<file path="config.mk">
export PLATFORM = sky130hd
export DESIGN_NAME = dma_rd_arbiter
export DESIGN_NICKNAME = d
export VERILOG_FILES = /design/src/rtl/dma_rd_arbiter.sv
export SDC_FILE = /design/constraint.sdc
export NUM_CORES = 1
export LEC_CHECK = 0
export ABC_AREA = 1
export CELL_PAD_IN_SITES_DETAIL_PLACEMENT = 0
export CELL_PAD_IN_SITES_GLOBAL_PLACEMENT = 2
export CORE_UTILIZATION = 16
export DETAILED_ROUTE_END_ITERATION = 12
export PLACE_DENSITY_LB_ADDON = 0.1
export SYNTH_ARGS = -nofsm -noshare
export SYNTH_HDL_FRONTEND = slang
export SYNTH_SLANG_ARGS = --single-unit
</file>
<file path="constraint.sdc">
create_clock -name clock -period 2.71 [get_ports clock]
set_clock_uncertainty 0.15 [all_clocks]
set_input_delay 0.271 -clock clock [delete_from_list [all_inputs] [get_ports clock]]
set_output_delay 0.271 -clock clock [all_outputs]
set_load 0.01 [all_outputs]
</file>
<file path="src/rtl/dma_rd_arbiter.sv">
// Two-requester round-robin arbiter and burst sequencer for the single read-DMA channel.
// Grants one burst at a time, issues the DMA request, steers beats to the owner and counts them.
module dma_rd_arbiter #(
  parameter int ADDR_W = 32,
  parameter int SIZE_W = 16,
  parameter int DATA_W = 64
) (
  input  logic              clock,
  input  logic              reset,
  input  logic              m0_req,
  input  logic [ADDR_W-1:0] m0_addr,
  input  logic [SIZE_W-1:0] m0_size,
  output logic              m0_grant,
  output logic [DATA_W-1:0] m0_rdata,
  output logic              m0_rvalid,
  input  logic              m0_rready,
  output logic              m0_done,
  input  logic              m1_req,
  input  logic [ADDR_W-1:0] m1_addr,
  input  logic [SIZE_W-1:0] m1_size,
  output logic              m1_grant,
  output logic [DATA_W-1:0] m1_rdata,
  output logic              m1_rvalid,
  input  logic              m1_rready,
  output logic              m1_done,
  output logic [ADDR_W-1:0] dma_raddr,
  output logic              dma_rareq,
  output logic [SIZE_W-1:0] dma_rsize,
  input  logic              dma_rbusy,
  input  logic [DATA_W-1:0] dma_rdata,
  input  logic              dma_rvalid,
  output logic              dma_rready
);

  // state | meaning
  // IDLE  | arbitrate; grant (and finish zero-size bursts) combinationally
  // ISSUE | hold raddr/rsize, pulse dma_rareq once dma_rbusy is low
  // XFER  | pass beats between DMA and owner, count handshakes to the last beat
  typedef enum logic [1:0] {IDLE, ISSUE, XFER} state_t;

  state_t            state, state_nxt;
  logic              owner, owner_nxt;
  logic              prio, prio_nxt;
  logic [ADDR_W-1:0] addr_q, addr_nxt;
  logic [SIZE_W-1:0] size_q, size_nxt;
  logic [SIZE_W-1:0] cnt, cnt_nxt;
  logic              gnt0, gnt1;
  logic [SIZE_W-1:0] size_sel;
  logic              hs;

  assign m0_rdata  = dma_rdata;
  assign m1_rdata  = dma_rdata;
  assign dma_raddr = addr_q;
  assign dma_rsize = size_q;

  always_comb begin
    state_nxt  = state;
    owner_nxt  = owner;
    prio_nxt   = prio;
    addr_nxt   = addr_q;
    size_nxt   = size_q;
    cnt_nxt    = cnt;
    gnt0       = 1'b0;
    gnt1       = 1'b0;
    size_sel   = '0;
    hs         = 1'b0;
    m0_grant   = 1'b0;
    m1_grant   = 1'b0;
    m0_done    = 1'b0;
    m1_done    = 1'b0;
    m0_rvalid  = 1'b0;
    m1_rvalid  = 1'b0;
    dma_rareq  = 1'b0;
    dma_rready = 1'b0;
    // Synchronous reset also forces every combinational output low for its duration.
    if (!reset) begin
      case (state)
        IDLE: begin
          gnt0     = m0_req & (~m1_req | ~prio);
          gnt1     = m1_req & (~m0_req | prio);
          size_sel = gnt1 ? m1_size : m0_size;
          if (gnt0 | gnt1) begin
            m0_grant  = gnt0;
            m1_grant  = gnt1;
            owner_nxt = gnt1;
            addr_nxt  = gnt1 ? m1_addr : m0_addr;
            size_nxt  = size_sel;
            cnt_nxt   = '0;
            if (size_sel == '0) begin
              m0_done  = gnt0;
              m1_done  = gnt1;
              prio_nxt = ~gnt1;
            end else begin
              state_nxt = ISSUE;
            end
          end
        end
        ISSUE: begin
          dma_rareq = ~dma_rbusy;
          if (!dma_rbusy) state_nxt = XFER;
        end
        XFER: begin
          dma_rready = owner ? m1_rready : m0_rready;
          m0_rvalid  = ~owner & dma_rvalid;
          m1_rvalid  = owner & dma_rvalid;
          hs         = dma_rvalid & dma_rready;
          if (hs) begin
            cnt_nxt = cnt + SIZE_W'(1);
            if (cnt == size_q - SIZE_W'(1)) begin
              m0_done   = ~owner;
              m1_done   = owner;
              prio_nxt  = ~owner;
              state_nxt = IDLE;
            end
          end
        end
        default: state_nxt = IDLE;
      endcase
    end
  end

  always_ff @(posedge clock) begin
    if (reset) begin
      state  <= IDLE;
      owner  <= 1'b0;
      prio   <= 1'b0;
      addr_q <= '0;
      size_q <= '0;
      cnt    <= '0;
    end else begin
      state  <= state_nxt;
      owner  <= owner_nxt;
      prio   <= prio_nxt;
      addr_q <= addr_nxt;
      size_q <= size_nxt;
      cnt    <= cnt_nxt;
    end
  end

endmodule

</file>
=== After elaboration in Yosys (flattened, before gate mapping) ===
Index checks and enable logic that the tools add are counted.

* Divide/modulo/power cells: 0
* Bitwise operators: 14
* Order comparisons: 0
* Add/subtract/negate cells: 2
* Shifts and indexed selects: 0
* Multiplexer cells: 43
* Reductions and logical operators: 7
* Equal/unequal tests: 9
* Multiply operators: 0

{| class="wikitable"
|+ Operators by type and width
! cell !! count
|-
| $mux W16 || 3
|-
| $mux W32 || 1
|-
| $pmux W16 S2 || 1
|-
| $mux W1 || 29
|-
| $add A16 B1 Y16 const B || 1
|-
| $eq A16 B16 Y1 || 1
|-
| $logic_not A16 Y1 || 1
|-
| $sub A16 B1 Y16 const B || 1
|-
| $ne A2 B2 Y1 const B || 6
|-
| $mux W2 || 5
|-
| $reduce_and A5 Y1 || 2
|-
| $not A1 Y1 || 6
|-
| $pmux W1 S2 || 3
|-
| $pmux W2 S3 || 1
|-
| $and A1 B1 Y1 || 5
|-
| $or A1 B1 Y1 || 3
|-
| $reduce_and A3 Y1 || 1
|-
| $eq A2 B1 Y1 const B || 1
|-
| $eq A2 B2 Y1 const B || 1
|-
| $logic_not A2 Y1 || 1
|-
| $reduce_and A2 Y1 || 1
|-
| $reduce_bool A2 Y1 || 1
|}

* Memory bits (writable): 0
* Latch bits: 0
* Bits in registers: 68
* Memory bits (read-only): 0
* Logic and storage cells: 81
* Memories: 0
* Bits of input ports: 168
* Output and inout bits: 184

=== Logic depth before layout (Yosys ltp) ===
* Depth after elaboration: 9
* Gate-level depth with buffers: 19
* Depth with buffers taken out: 18

=== Least setup slack after synthesis ===
OpenSTA, ideal clock, no wires.

* Kind: reg2out
* From: register size_q[0] (netlist: dma_rsize[0])
* To: output m0_done
* Required time: 2.289 ns
* Buffers on the path: 0
* Path slack: 0.521 ns
* Arrival time: 1.768 ns
* Cell stages (with the launch flop): 15
* Cell sequence: dfxtp_1 inv_1 ha_1 nand2_1 inv_1 nor2_1 nand2_1 nor2_1 nand2_1 nor2_1 nand3_1 nor2_1 nand3_1 nor3_1 o21a_1

* Word-level cells in the longest chain between the ends: 6

{| class="wikitable"
|+ Ends and longest elaborated chain
! item !! line !! RTL
|-
| from (decl) || 45 || <nowiki>logic [SIZE_W-1:0] size_q, size_nxt;</nowiki>
|-
| from (signal assigned) || 135 || <nowiki>size_q <= size_nxt;</nowiki>
|-
| $sub A16 B1 Y16 || 109 || <nowiki>if (cnt == size_q - SIZE_W'(1)) begin</nowiki>
|-
| $eq A16 B16 Y1 || 109 ||
|-
| $mux W1 || 109 ||
|-
| $mux W1 || 107 || <nowiki>if (hs) begin</nowiki>
|-
| $pmux W1 S2 || 77 || <nowiki>case (state)</nowiki>
|-
| $mux W1 || 76 || <nowiki>if (!reset) begin</nowiki>
|-
| to (decl) || 17 || <nowiki>output logic m0_done,</nowiki>
|}

No other way between the ends.

=== Worst setup path in the final report ===
* From: register size_q[1] (netlist: dma_rsize[1])
* To: output m1_done

* Word-level cells in the longest chain between the ends: 6

{| class="wikitable"
|+ Ends and longest elaborated chain
! item !! line !! RTL
|-
| $sub A16 B1 Y16 || 109 ||
|-
| $eq A16 B16 Y1 || 109 ||
|-
| $mux W1 || 109 ||
|-
| $mux W1 || 107 ||
|-
| $pmux W1 S2 || 77 ||
|-
| $mux W1 || 76 ||
|-
| to (decl) || 25 || <nowiki>output logic m1_done,</nowiki>
|}

No other way between the ends.

==> run summary <==
Tracing the worst setup path back leads to its startpoint at dma_rsize[1]$_SDFFE_PP0P_. The maximum fanout encountered on the critical timing path came out at 3. Setup violations remaining at the end of the flow were counted as 0. The worst path meets setup with 23.1 ps of slack. The worst endpoint data arrival time is 2270 ps.

The number of input and output port buffers inserted is 159. For this run, the leading register cell type out of synthesis is dfxtp_1. In the routed layout, each cell is associated on average with a via count of 3.73. The proportion of layout cells with a drive suffix above 1 is 19.9%. From synthesis to final layout, the design area changed by 45.9%. The pin count of the biggest net entering global routing is 26. The share of the yosys chip area belonging to registers is 28.6%. The region available for standard cell placement spans 0.0290 mm². The number of hold-slack violations in the final timing report is 0. The HPWL after detailed placement is 14300 µm.

The CTS clock-pin slew for the worst setup and hold paths came out at 60 ps. The clock latency on the worst-skew pair came out at 340 ps. The count of boundary I/O pins came out at 352. The final layout net count came out at 1003. The wire length on met1 is 8140 µm. Leaving out filler cells and counting taps, the final layout contains 1224. The worst flop-to-flop path endpoint is cnt[13]$_SDFFE_PP0P_. The power density normalized to cell area is 824 mW/mm². The ratio of final minimum period to clock period came out at 99.1%. After detailed placement, the design holds a cell count of 1200.

The count of flip-flops with a built-in enable after synthesis came out at 0. The data required time at the worst endpoint is 2290 ps. The count of max-cap constraint violations is 0.

The highest metal layer used by the detailed router is met5. The floorplan die width came out at 174 µm. The utilization of the core after routing came out at 23.9%. Synthesis produced a netlist whose cell count is 729. Sorting the synthesized cells by how often they occur yields nand2_1 (183), buf_4 (128), nor2_1 (90).

For this run, design rule violations remaining after detail routing come to 0. The synthesized design devotes to its leading area cell type 28.6% of total area. The initial DRC count came out at 167.

After detailed routing, the total wire length is 18200 µm. The global-route wire length before repair came out at 27600 µm. The last weighted congestion value of the routability-driven placer is 0.741. The final number of max-transition violations is 0. The clock tree from TritonCTS is yes. The peak clock frequency supported by timing is 372 MHz.

STA classifies the critical path startpoint as a flip-flop. Before antenna repair, the detailed router went through 4 iterations. The global route total overflow came out at 0. The worst pin sits at a relative slew slack of 69.7%.

The worst setup slack after placement came out at -527 ps. The met2 wire length is 8070 µm. The run finished with clean final reports. The area of the die came out at 0.0304 mm². The clock passes through at most 2 buffers. The total met3 wirelength after detailed routing came out at 1800 µm.

The register-to-register setup slack is 510 ps. For this run, the number of Yosys warnings is 0. The per-instance average area after synthesis came out at 6.53 µm².

The synthesized netlist net count came out at 899. The initial antenna violation count is 4. The static leakage power is 0.00290 µW. Yosys attributes the largest share of cell area to dfxtp_1 (29%), buf_4 (20%), nand2_1 (14%). The post-detailed-route wirelength per cell is 14.9 µm. The post-synthesis async set-or-reset flop share came out at 0%.

The number of standard-cell rows in the floorplan is 62. The biggest area contributor in the post-synthesis netlist is dfxtp_1. Setup repair after global routing could not meet its margin everywhere. In this run the clock root is driven by a clkbuf_16. The critical path ends at m1_done. The number of storage elements in the synthesis netlist came out at 68. The worst setup path is captured at a primary output.

The maximum resistive drop on vdd is 245 µV. The synthesized cell area came out at 0.00476 mm². The worst setup path is of the reg -> out kind. The actual transition at the worst max-transition pin came out at 454 ps. The worst hold path belongs to the class reg -> reg. In this run the critical register-to-register path is launched from owner$_SDFFE_PP0P_. The most common cell in the synthesized netlist is nand2_1. The synthesized netlist contains 34 unique library cells. The count of antenna-violating nets left after detailed routing is 0. The tightest hold path in the finished design has a slack of 314 ps.

The H-tree depth came out at 3. The total number of vias is 4570. For the finished layout, the period the worst path requires is 2690 ps. The floorplan die height came out at 174 µm. The overall global routing resource usage is 12.0%.

The number of buffers inserted during clock tree synthesis is 9. The number of sinks handled by clock tree synthesis came out at 68. The worst-case reg-to-reg path depth came out at 13. The via count of the first global-routing pass is 4798.

The initial standard-cell utilization of the core is 16.4%.
per-layer routing:
layer / track usage (%) / vias to the layer above
met5: 0 / -
met4: 3.37 / 4
met3: 5.69 / 23
met2: 18.4 / 148
met1: 14.9 / 2024
li1: - / 2371
state kept, by name, indices dropped and copies added (netlist names):
name       flops
cnt           16
dma_raddr     32
state          2
dma_rsize     16
prio           1
owner          1
cell usage in the layout, fill, tap and decap left out, types with 5 or more instances in the layout:
cell type	instances
a21oi_1	14
buf_4	78
clkbuf_16	11
clkdlybuf4s50_1	155
dfxtp_1	62
dfxtp_2	5
inv_1	47
inv_2	8
nand2_1	173
nand2_2	13
nand2_4	5
nand3_1	19
nor2_1	78
nor2_2	11
nor2_4	11
nor3_1	7
o21ai_0	70
o21ai_1	16
xor2_1	8
layout make-up:
class                           instances  area [µm²]
Antenna cell                            2        5.00
Clock buffer                            9         225
Clock inverter                          7         115
Fill cell                            3271       22100
Inverter                               56         213
Multi-Input combinational cell        457        2280
Sequential cell                        68        1370
Tap cell                              384         480
Timing Repair Buffer                  241        2250
worst max-delay path, cell delays in order, from the launching register on:
cell     delay, ps
dfxtp_2        320
inv_2           70
ha_4           160
nand3_2        130
nor2_4         150
a21oi_1         80
nor2_2         170
nand3_1        100
nor2_2         100
buf_4          120
nand4_1        140
nor2_1         130
o21a_1         120
buf_2          120
worst min path at each step:
stage	from	slack (ps)	endpoint	depth (start not counted)
2_1_floorplan	m1_addr[0]	280	dma_raddr[0]$_SDFFE_PP0P_	2
3_3_place_gp	dma_raddr[25]$_SDFFE_PP0P_	290	dma_raddr[25]$_SDFFE_PP0P_	2
3_5_place_dp	dma_raddr[15]$_SDFFE_PP0P_	300	dma_raddr[15]$_SDFFE_PP0P_	2
4_1_cts	dma_raddr[13]$_SDFFE_PP0P_	320	dma_raddr[13]$_SDFFE_PP0P_	2
5_1_grt	dma_raddr[10]$_SDFFE_PP0P_	330	dma_raddr[10]$_SDFFE_PP0P_	2
6_report	dma_raddr[15]$_SDFFE_PP0P_	310	dma_raddr[15]$_SDFFE_PP0P_	2
per-stage QoR:
stage | setup TNS (ps) | total power, µW | cell area [µm²]
detailed placement | -998 | 4090 | 6350
finish | 0 | 5720 | 6940
floorplan | 0 | 2850 | 4760
global placement | -944 | 4120 | 6350
CTS | -43.1 | 5780 | 6810
global route | -277 | 6180 | 6940
what timing repair did:
action	4_1_cts	5_1_grt
buffers inserted	2	2
cloned	0	2
resized for setup	44	22
endpoints found under the setup margin	2	2
hold buffers	0	0
pin swaps	15	16
cells by family after synthesis:
group                      after synthesis  synth area share, %
buffers and inverters                  204                 26.8
AOI/OAI and AO/OA                      110                 12.0
and+or+nand+nor                        333                 29.9
adders and majority gates                2                0.526
xor gates and xnor gates                12                 2.21
DFF                                     68                 28.6
power by group:
| part | internal [µW] | switching, µW | leakage (µW) |
|---|---|---|---|
| Sequential | 1250 | 206 | 0.000561 |
| Combinational | 1320 | 1530 | 0.00217 |
| Clock | 897 | 522 | 0.000161 |
| Total | 3470 | 2260 | 0.00290 |
Power figures use the tool's default switching activity.
